### src/rtl/alu_ctrl_unit.sv
// ALU control for the ARMv4 datapath: data-processing decode, optional execute-stage register,
// NZCV flag register and condition evaluation on the stored flags.
module alu_ctrl_unit #(
  parameter bit PIPE    = 1'b1,
  parameter bit EXT_OPS = 1'b1
) (
  input  logic       clk,
  input  logic       reset,
  input  logic       en,
  input  logic       flush,
  input  logic       valid_i,
  input  logic       ALUOp,
  input  logic [4:0] Funct,
  input  logic [3:0] Cond,
  input  logic [3:0] ALUFlags,
  output logic [2:0] ALUControl,
  output logic [1:0] FlagW,
  output logic       NoWrite,
  output logic       CondEx,
  output logic       Illegal,
  output logic [3:0] Flags
);

  typedef struct packed {
    logic       vld;
    logic [2:0] ctrl;
    logic [1:0] flagw;
    logic       nowrite;
    logic       illegal;
    logic [3:0] cond;
  } stage_t;

  localparam stage_t BUBBLE = '0;

  stage_t     dec;
  stage_t     st;
  logic [3:0] cmd;
  logic       s;
  logic       ext;
  logic       cond_true;
  logic       n, z, c, v;

  assign cmd = Funct[4:1];
  assign s   = Funct[0];

  always_comb begin
    dec         = BUBBLE;
    dec.vld     = valid_i;
    dec.cond    = Cond;
    ext         = 1'b0;
    if (ALUOp) begin
      unique case (cmd)
        4'b0100: begin dec.ctrl = 3'b000; dec.flagw = s ? 2'b11 : 2'b00; end
        4'b0010: begin dec.ctrl = 3'b001; dec.flagw = s ? 2'b11 : 2'b00; end
        4'b0000: begin dec.ctrl = 3'b010; dec.flagw = s ? 2'b10 : 2'b00; end
        4'b1100: begin dec.ctrl = 3'b011; dec.flagw = s ? 2'b10 : 2'b00; end
        4'b0001: begin dec.ctrl = 3'b100; dec.flagw = s ? 2'b10 : 2'b00; ext = 1'b1; end
        4'b1110: begin dec.ctrl = 3'b101; dec.flagw = s ? 2'b10 : 2'b00; ext = 1'b1; end
        4'b1101: begin dec.ctrl = 3'b110; dec.flagw = s ? 2'b10 : 2'b00; ext = 1'b1; end
        4'b1111: begin dec.ctrl = 3'b111; dec.flagw = s ? 2'b10 : 2'b00; ext = 1'b1; end
        4'b1010: begin dec.ctrl = 3'b001; dec.flagw = 2'b11; dec.nowrite = 1'b1; ext = 1'b1; end
        4'b1011: begin dec.ctrl = 3'b000; dec.flagw = 2'b11; dec.nowrite = 1'b1; ext = 1'b1; end
        4'b1000: begin dec.ctrl = 3'b010; dec.flagw = 2'b10; dec.nowrite = 1'b1; ext = 1'b1; end
        4'b1001: begin dec.ctrl = 3'b100; dec.flagw = 2'b10; dec.nowrite = 1'b1; ext = 1'b1; end
        default: dec.illegal = 1'b1;
      endcase
      // compare/test without S, or an extended op when they are disabled, is undecodable
      if ((cmd[3:2] == 2'b10 && !s) || (ext && !EXT_OPS))
        dec.illegal = 1'b1;
      if (dec.illegal) begin
        dec.ctrl    = 3'b000;
        dec.flagw   = 2'b00;
        dec.nowrite = 1'b1;
      end
    end
  end

  generate
    if (PIPE) begin : g_pipe
      always_ff @(posedge clk) begin
        if (reset)      st <= BUBBLE;
        else if (flush) st <= BUBBLE;
        else if (en)    st <= dec;
      end
    end else begin : g_comb
      assign st = dec;
    end
  endgenerate

  assign {n, z, c, v} = Flags;

  always_comb begin
    unique case (st.cond)
      4'b0000: cond_true = z;
      4'b0001: cond_true = ~z;
      4'b0010: cond_true = c;
      4'b0011: cond_true = ~c;
      4'b0100: cond_true = n;
      4'b0101: cond_true = ~n;
      4'b0110: cond_true = v;
      4'b0111: cond_true = ~v;
      4'b1000: cond_true = c & ~z;
      4'b1001: cond_true = ~c | z;
      4'b1010: cond_true = (n == v);
      4'b1011: cond_true = (n != v);
      4'b1100: cond_true = ~z & (n == v);
      4'b1101: cond_true = z | (n != v);
      default: cond_true = 1'b1;
    endcase
  end

  assign ALUControl = st.ctrl;
  assign FlagW      = st.flagw;
  assign NoWrite    = st.nowrite;
  assign Illegal    = st.vld & st.illegal;
  assign CondEx     = st.vld & cond_true;

  // no bypass: a flag update becomes visible to CondEx only after the edge that writes it
  always_ff @(posedge clk) begin
    if (reset) begin
      Flags <= 4'b0000;
    end else if (en && CondEx) begin
      if (FlagW[1]) Flags[3:2] <= ALUFlags[3:2];
      if (FlagW[0]) Flags[1:0] <= ALUFlags[1:0];
    end
  end

endmodule

### config.mk
export PLATFORM = sky130hd
export DESIGN_NAME = alu_ctrl_unit
export DESIGN_NICKNAME = d
export VERILOG_FILES = /design/src/rtl/alu_ctrl_unit.sv
export SDC_FILE = /design/constraint.sdc
export NUM_CORES = 1
export LEC_CHECK = 0
export BUFFER_PORTS_ARGS = -buffer_cell sky130_fd_sc_hd__buf_2
export CORE_ASPECT_RATIO = 0.8
export CORE_MARGIN = 1.5
export CORE_UTILIZATION = 44
export DETAILED_ROUTE_END_ITERATION = 16
export PLACE_DENSITY = 0.72
export SYNTH_ARGS = -nofsm -noshare
export SYNTH_HDL_FRONTEND = slang
export SYNTH_SLANG_ARGS = --single-unit
### constraint.sdc
create_clock -name clk -period 2.3 [get_ports clk]
set_clock_uncertainty 0.1 [all_clocks]
set_input_delay 0.69 -clock clk [delete_from_list [all_inputs] [get_ports clk]]
set_output_delay 0.69 -clock clk [all_outputs]
set_load 0.005 [all_outputs]
==> results of run 1 <==
[metal layers]
layer	vias to the layer above	part of all wire [%]	GRT usage [%]	routed length [µm]
met3	2	5.7	5.79	128
met4	0	0.53	4.19	12
li1	468	-	-	-
met2	22	45	25.5	1010
met1	432	49	24.3	1100
met5	-	0	0	0
[critical path, cell delays in order (launching register included)]
cell	delay, ps
dfxtp_4	390
mux2i_2	220
xor2_1	100
o221a_4	310
a21boi_2	120
buf_2	120
[per-stage QoR]
step                      util [%]  setup TNS (ps)  hold WS (ps)
final                         57.6           -25.0           369
after global placement        52.1               0           355
after CTS                     54.7           -24.2           370
after detailed placement      52.1               0           357
after global routing          57.6           -94.3           408
after floorplan                  -               0           346
[sequential cells by signal, indices dropped and copies added, names as in the netlist]
name / cells
ALUControl: 3
FlagW: 2
Flags: 4
NoWrite: 1
st: 6
[worst max path at each step]
stage          slack [ps]  cells past startpoint      to  start
2_1_floorplan         390                      5  CondEx  st[1]
3_3_place_gp          240                      5  CondEx  st[1]
3_5_place_dp          160                      5  CondEx  st[1]
4_1_cts               -20                      5  CondEx  st[1]
5_1_grt               -90                      5  CondEx  st[1]
6_report              -30                      5  CondEx  st[1]
[where the power goes]
part / internal [mW] / total, mW / leakage (nW) / switching, mW
Combinational: 0.0409 / 0.0820 / 0.365 / 0.0411
Sequential: 0.277 / 0.284 / 0.134 / 0.00731
Clock: 0.0607 / 0.143 / 0.0138 / 0.0821
[cells by family (layout without fill, tap and decap cells)]
logic type / after synthesis / in the layout / share of synthesized area [%]
buf+inv: 15 / 42 / 9.89
simple gates: 48 / 48 / 26.6
mux: 11 / 11 / 10.4
xor+xnor: 2 / 2 / 2.36
fa+ha+maj: 1 / 1 / 0.942
flops: 16 / 16 / 30.2
compound gates: 26 / 26 / 19.7
[area by class of cell]
class / count / area [µm²] / area share [%]
Multi-Input combinational cell: 88 / 678 / 53.1
Sequential cell: 16 / 342 / 26.8
Timing Repair Buffer: 35 / 188 / 14.7
Tap cell: 25 / 31.3 / 2.45
Clock buffer: 3 / 22.5 / 1.76
Inverter: 4 / 15.0 / 1.18
[Yosys cell counts, types with 3 or more instances]
| cell type | n | area share, % |
|---|---|---|
| a21oi_1 | 6 | 2.8 |
| buf_4 | 5 | 3.5 |
| buf_6 | 4 | 4.2 |
| dfxtp_1 | 16 | 30 |
| inv_1 | 3 | 1.1 |
| mux2i_1 | 11 | 10 |
| nand2_1 | 7 | 2.5 |
| nand2b_1 | 3 | 1.8 |
| nand3_1 | 3 | 1.4 |
| nor2_1 | 11 | 3.9 |
| nor2b_1 | 6 | 3.5 |
| or2b_2 | 6 | 4.9 |
[what timing repair did]
item                                   CTS  global route
endpoints found under the hold margin    0             0
gates resized for setup                 11             8
gates cloned                             0             0
setup endpoints to repair                1             1
setup buffers                            1             4
pin swaps                                1             3
==> impl_results.md, run 1 <==
* Outcome: finished, violations left
* Root Buffer: clkbuf_4
* # nets final at 167
* FF+latch count, synth at 16
* DR pass1 iterations at 4
* Max-Cap Viols at 0
* Slew Viols, Final at 0
* Worst-path clk slew at 90 ps
* Vias in the first global route at 772
* PD cells at 399 nW/µm²
* FP Rows at 15
* First-pass GRT wire length at 3510 µm
* CTS Sinks at 16
* Startpoint Class: flop
* Largest net degree at the start of global routing at 13
* Fin worst setup slack at -25.0 ps
* Routed vias at 924
* Placer Congestion at 0.809
* P&R area growth vs syn at 20.1%
* Fill cells at 200
* Dpl cell area at 1150 µm²
* Slew margin rel. at 82.0%
* # H-tree levels at 1
* Tcrit/Tclk final at 101%
* Minimum clock period at 2330 ps
* Synth cell types at 42
* Hold wc startpoint: NoWrite
* Post-synth EDFFs at 0
* Setup Crit Path Kind: flop to primary output
* Final Total Pwr at 0.509 mW
* Reg2reg path depth at 6
* CTS tree: yes
* Critical path capture point type: primary output
* Most common cell after layout, fill and taps aside: buf_2
* Commonest non-fill, non-tap cells in the layout: buf_2, mux2i_1, nor2_1
* Insertion delay to the later sink of the worst-skew pair at 280 ps
* Crit Path Max Fanout at 6
* Cts hold-fix bufs at 0
* Final setup fails at 1
* Starting Density at 48.0%
* Port Buf Inserts at 30
* Register-to-register setup slack at 590 ps
* Ports at 31
* RSZ-0062 raised after global routing: yes
* CP arrival at 1540 ps
* Antenna-violating nets left at 0
* Primary FF master, synth: dfxtp_1
* Inst Count DP at 163
* Least-Margin Pin Slew at 269 ps
* Core Box Area at 2210 µm²
* Worst r2r src: st[1]
* Syn nets at 138
* Detailed Route WL at 2250 µm
* Max Fclk at 0.430 GHz
* Gr ovfl total at 0
* Initial antenna violation count at 0
* Synthesized instance count at 119
* Failing checks: negative setup slack
* Synthesized area per cell at 8.93 µm²
* Yosys Warn Count at 0
* Hold path depth at 2
* Hold path endpoint: NoWrite
* Post-Layout Inst Area at 1280 µm²
* Peak VDD IR at 363 µV
* Diodes inserted at 0
* Post-route DRC at 0
* Total GRT Usage at 17.2%
* Final Non-Filler Cells at 171
* Share of layout cells above drive strength 1 at 45.9%
* Routed wire length per instance at 13.2 µm
* Vias per cell at 5.40
* Max clock buf depth at 2
* Reg2reg end: Flags[0]
* Post-synth ARST share at 0%
* Pre-CTS setup slack at 163 ps
* Number of buffers created by CTS at 3
* Initial detailed-routing violation count at 21
* Leak pwr at 0.513 nW
* Mapped Area at 1060 µm²
* Register area share after synthesis at 30.2%
* Worst path required time at 1510 ps
* HP Class: flop to flop
* Die area at 2720 µm²
* DPL Wire Length at 1590 µm
* Die W at 57.9 µm
* Hold Fails Final Rpt at 0
* Die Span Y at 46.9 µm
Note: power is estimated with default switching activity, not from simulation.
==> run 2, diff against run 1 <==
--- a/config.mk
+++ b/config.mk
@@ -5,6 +5,7 @@
 export SDC_FILE = /design/constraint.sdc
 export NUM_CORES = 1
 export LEC_CHECK = 0
+export ABC_AREA = 1
 export BUFFER_PORTS_ARGS = -buffer_cell sky130_fd_sc_hd__buf_2
 export CORE_ASPECT_RATIO = 0.8
 export CORE_MARGIN = 1.5
==> run 2 against run 1 <==
  * The flow now finishes without violations
  * Fmax is 1.2% higher
  * Die area is 3.9% lower
  * Synthesized cell count is 37% higher
  * Critical path type unchanged
  * Highest routed layer unchanged
  * Largest cell class unchanged
  * Final cell count is 28% higher
==> impl_results.md, run 2 <==
* Reg2reg path depth at 13
* Post-synth ARST share at 0%
* Cell accounting for the most synthesized area: dfxtp_1
* Gr ovfl total at 0
* Hold Fails Final Rpt at 0
* Final Total Pwr at 0.566 mW
* # H-tree levels at 1
* Worst-path clk slew at 100 ps
* Port Buf Inserts at 30
* Hold wc startpoint: ALUControl[0]
* CTS Sinks at 16
* Reg with most FFs: st
* Mapped Area at 1020 µm²
* Synth cell types at 23
* Minimum clock period at 2300 ps
* CP Cell Sequence: inv_2 -> nand2_2 -> nand4_1 -> nand2_1 -> nand2_2 -> nand2_2 -> nor2_4 -> nor2_4 -> buf_2
* Peak VDD IR at 242 µV
* Routed wire length per instance at 12.2 µm
* Dpl cell area at 1140 µm²
* # nets final at 214
* Die Span Y at 46.0 µm
* Slew margin rel. at 69.9%
* Number of buffers created by CTS at 3
* PD cells at 443 nW/µm²
* Max clock buf depth at 2
* Diodes inserted at 0
* Placer Congestion at 0.934
* Die area at 2610 µm²
* Initial antenna violation count at 0
* Inst Count DP at 209
* RSZ-0062 raised after global routing: yes
* Syn nets at 182
* CTS tree: yes
* Multi-input logic area at 557 µm²
* Top-area cell type share of the netlist area at 31.4%
* P&R area growth vs syn at 25.4%
* Min Hold Slack at 374 ps
* Setup Crit Path Kind: flop to primary output
* Share of layout cells above drive strength 1 at 37.1%
* CP arrival at 1510 ps
* Most common cell after layout, fill and taps aside: nand2_1
* Starting Density at 46.8%
* Die W at 56.8 µm
* Post-Layout Inst Area at 1280 µm²
* Max Fclk at 0.435 GHz
* Post-synth EDFFs at 0
* Final Non-Filler Cells at 219
* First-pass GRT wire length at 4090 µm
* Cts hold-fix bufs at 0
* Hold path endpoint: ALUControl[0]
* HP Class: flop to flop
* Worst path required time at 1510 ps
* Critical path capture point type: primary output
* Hold path depth at 2
* Area occupied by registers at 338 µm²
* Primary FF master, synth: dfxtp_1
* Reg2reg end: Flags[3]
* Yosys Warn Count at 0
* Core Box Area at 2180 µm²
* Slew Viols, Final at 0
* Most frequent cell after synthesis: nand2_1
* FF+latch count, synth at 16
* FP Rows at 15
* Startpoint Class: flop
* Final setup fails at 0
* Synthesized instance count at 163
* Commonest non-fill, non-tap cells in the layout: nand2_1, buf_2, inv_1
* Ports at 31
* Vias per cell at 5.20
* Synthesized area per cell at 6.25 µm²
* Largest net degree at the start of global routing at 18
* Least-Margin Pin Slew at 448 ps
* Tcrit/Tclk final at 99.9%
* Max incr delay on CP at 360 ps
* Post-synth top cells: nand2_1, inv_1, dfxtp_1, nor2_1, a21oi_1
* Crit Path Max Fanout at 3
* Max-Cap Viols at 0
* Leak pwr at 0.645 nW
* Antenna-violating nets left at 0
* Number of flip-flops in the largest register at 6
* Vias in the first global route at 902
* Register-to-register setup slack at 580 ps
* Register area share after synthesis at 31.4%
* DR pass1 iterations at 4
* Insertion delay to the later sink of the worst-skew pair at 300 ps
* DPL Wire Length at 1860 µm
* Worst r2r src: Flags[3]
* Root Buffer: clkbuf_4
* Routed vias at 1138
* Post-route DRC at 0
* Detailed Route WL at 2680 µm
* Fill cells at 234
* Area contributors post-synth: dfxtp_1, nand2_1, inv_1
* Initial detailed-routing violation count at 48
* Total GRT Usage at 20.5%
* Most used cell, CP: nand2_2
* CP max-delay cell: dfxtp_2
* Outcome: finished, final reports clean
[run 2: changes by cell type after synthesis, moves of 4 or more]
cell,change
nand4_1,+7
nand2_1,+39
a21oi_1,+4
nor2_1,+4
nand3_1,+6
inv_1,+21
or2b_2,-6
mux2i_1,-11
nor2b_1,-6
[run 2: what timing repair did]
item,CTS,global route
resized for setup,5,20
pin swaps,0,6
gates cloned,0,0
endpoints found under the setup margin,1,1
setup buffers,0,6
[run 2: per-layer routing]
layer	global-route usage [%]	up-vias	routed length, µm
met5	0	-	0
met4	4.19	0	35
met3	6.25	8	201
met2	32.3	48	1250
met1	28.0	505	1190
li1	-	577	-
[run 2: worst max-delay path by stage]
stage,startpoint,endpoint,cells past startpoint
after CTS,Flags[0],CondEx,8
after floorplan,Flags[3],CondEx,7
after global placement,st[1],CondEx,8
final,Flags[3],CondEx,9
after global routing,Flags[0],CondEx,9
after detailed placement,st[1],CondEx,8
[run 2: area by class of cell]
cell class | instances | share of cell area, %
inverter | 29 | 9.11
multi-input combinational | 109 | 43.6
clock buffer | 4 | 2.84
tap | 25 | 2.45
timing repair buffer | 36 | 15.6
sequential | 16 | 26.4
[run 2: cells by family (layout without fill, tap and decap cells)]
family / count (synthesis) / count (layout) / share of synthesized area (%)
DFF: 16 / 16 / 31.4
buffers and inverters: 38 / 69 / 17.4
and+or+nand+nor: 88 / 88 / 38.9
AOI/OAI and AO/OA: 21 / 21 / 12.2
[run 2: report_power, final]
part	switching [mW]	internal (mW)	total, mW
Clock	0.0956	0.0966	0.192
Combinational	0.0517	0.0339	0.0855
Sequential	0.00824	0.280	0.289
[run 2: worst max-delay path, delay by kind of cell, from the launching register on]
family | cells | cell delay, ps
buffers and inverters | 2 | 180
DFF | 1 | 360
and+or+nand+nor | 7 | 670
[run 2: per-stage QoR]
stage / setup TNS [ps] / setup WS, ps / utilization (%)
after global placement: 0 / 283 / 52.2
after floorplan: 0 / 518 / -
after detailed placement: 0 / 216 / 52.2
final: 0 / 2.97 / 58.7
after CTS: 0 / 19.4 / 54.3
after global routing: -79.3 / -79.3 / 58.7
==> run 3, diff against run 2 <==
==> constraint.sdc (replaced) <==
create_clock -name clk -period 2.75 [get_ports clk]
set_clock_uncertainty 0.1 [all_clocks]
set_input_delay 0.825 -clock clk [delete_from_list [all_inputs] [get_ports clk]]
set_output_delay 0.825 -clock clk [all_outputs]
set_load 0.005 [all_outputs]
==> run 3 against run 2 <==
  * Critical path depth down 1
  * Final cell count shrank 3.2%
  * Design area decreased by 9.3%
  * First-iteration DRC count is 19% higher
  * Sequential share of layout area is 1.2 points higher
  * Combinational power decreased by 24%
  * Register-to-register slack gained 590 ps
  * Worst hold slack worse by 1.7 ps
  * Via count fell by 6.8%
==> impl_results.md, run 3 (synthesis results as in run 2) <==
* Outcome: finished, final reports clean
* Port Buf Inserts at 30
* Multi-input logic area at 520 µm²
* Starting Density at 46.8%
* Least-Margin Pin Slew at 422 ps
* Most common cell after layout, fill and taps aside: nand2_1
* Peak VDD IR at 241 µV
* Antenna-violating nets left at 0
* # H-tree levels at 1
* CP delay by family, top: simple AND/OR/NAND/NOR gates
* CP max-delay cell: dfxtp_1
* Register-to-register setup slack at 1170 ps
* Largest net degree at the start of global routing at 18
* Worst-path clk slew at 90 ps
* Area occupied by registers at 320 µm²
* Tcrit/Tclk final at 92.3%
* Placer Congestion at 0.949
* Number of flip-flops in the largest register at 6
* RSZ-0062 raised after global routing: no
* CTS tree: yes
* PD cells at 373 nW/µm²
* CP Cell Sequence: nand2_1 -> nand2_1 -> nand2_1 -> nand3_2 -> nand3_2 -> nor2_2 -> nor2_4 -> buf_2
* Worst path required time at 1830 ps
* Hold Fails Final Rpt at 0
* Final setup fails at 0
* Die Span Y at 46.0 µm
* Cts hold-fix bufs at 0
* Crit Path Max Fanout at 8
* CTS Sinks at 16
* Die W at 56.8 µm
* Gr ovfl total at 0
* Max clock buf depth at 2
* HP Class: flop to flop
* Ports at 31
* Diodes inserted at 0
* P&R area growth vs syn at 13.8%
* Final Core Density at 53.2%
* Share of layout cells above drive strength 1 at 24.6%
* Root Buffer: clkbuf_4
* Most used cell, CP: nand2_1
* Minimum clock period at 2540 ps
* Slew margin rel. at 71.7%
* Insertion delay to the later sink of the worst-skew pair at 290 ps
* Vias in the first global route at 883
* DPL Wire Length at 1850 µm
* First-pass GRT wire length at 3860 µm
* Max Fclk at 0.394 GHz
* Routed vias at 1061
* Leak pwr at 0.588 nW
* Detailed Route WL at 2370 µm
* # nets final at 208
* Number of buffers created by CTS at 3
* Pre-CTS setup slack at 530 ps
* FP Rows at 15
* Routed wire length per instance at 11.2 µm
* Vias per cell at 5.00
* Max-Cap Viols at 0
* Core Box Area at 2180 µm²
* Die area at 2610 µm²
* Fill cells at 226
* Critical path capture point type: primary output
* Initial antenna violation count at 0
* Setup TNS at 0 ps
* Setup Crit Path Kind: flop to primary output
* Post_cts resized at 0
* Commonest non-fill, non-tap cells in the layout: nand2_1, buf_2, inv_1
* Post-route DRC at 0
* Total GRT Usage at 19.8%
* DR pass1 iterations at 4
* Fin worst setup slack at 212 ps
* CP arrival at 1610 ps
* Post-CTS setup buffers at 0
* Max incr delay on CP at 560 ps
* Post-Layout Inst Area at 1160 µm²
* Slew Viols, Final at 0
* Reg with most FFs: st
* Startpoint Class: flop
* Initial detailed-routing violation count at 57
* Buf+Inv Stages, Crit Path at 1
* Dpl cell area at 1140 µm²
## run 3: final cells by class
| cell class | count | area share (%) |
|---|---|---|
| tap | 25 | 2.70 |
| inverter | 29 | 9.83 |
| clock buffer | 3 | 1.94 |
| multi-input combinational | 109 | 44.9 |
| timing repair buffer | 30 | 13.0 |
| sequential | 16 | 27.6 |
## run 3: per-layer routing
layer	up-vias	routed length, µm	track usage (%)
li1	563	-	-
met1	462	1120	27.1
met2	34	1040	30.2
met3	2	184	6.25
met4	0	21	5.58
met5	-	0	0
## run 3: worst min-delay path, cell delays in order, from the launching register on
cell     delay (ps)
dfxtp_1         320
nand2_1          60
a21oi_1          50
## run 3: through the flow
stage / hold slack, ps / instances / power, mW
after floorplan: 346 / 163 / 0.291
after global routing: 400 / 212 / 0.459
after CTS: 377 / 212 / 0.437
after detailed placement: 362 / 209 / 0.312
after global placement: 353 / 209 / 0.310
final: 372 / 212 / 0.432
## run 3: worst paths after layout
| path | start | end | cells after the start |
|---|---|---|---|
| worst max-delay path | st[1] | CondEx | 8 |
| worst min register to register | ALUControl[2] | ALUControl[2] | 2 |
| worst max register to register | st[1] | Flags[2] | 12 |
| worst min-delay path | ALUControl[2] | ALUControl[2] | 2 |
## run 3: power by group
group | switching, mW | internal (mW) | total (mW) | leakage (nW)
clock | 0.0739 | 0.0509 | 0.125 | 0.0138
combinational | 0.0394 | 0.0253 | 0.0647 | 0.445
sequential | 0.00657 | 0.236 | 0.243 | 0.130
total | 0.120 | 0.312 | 0.432 | 0.588
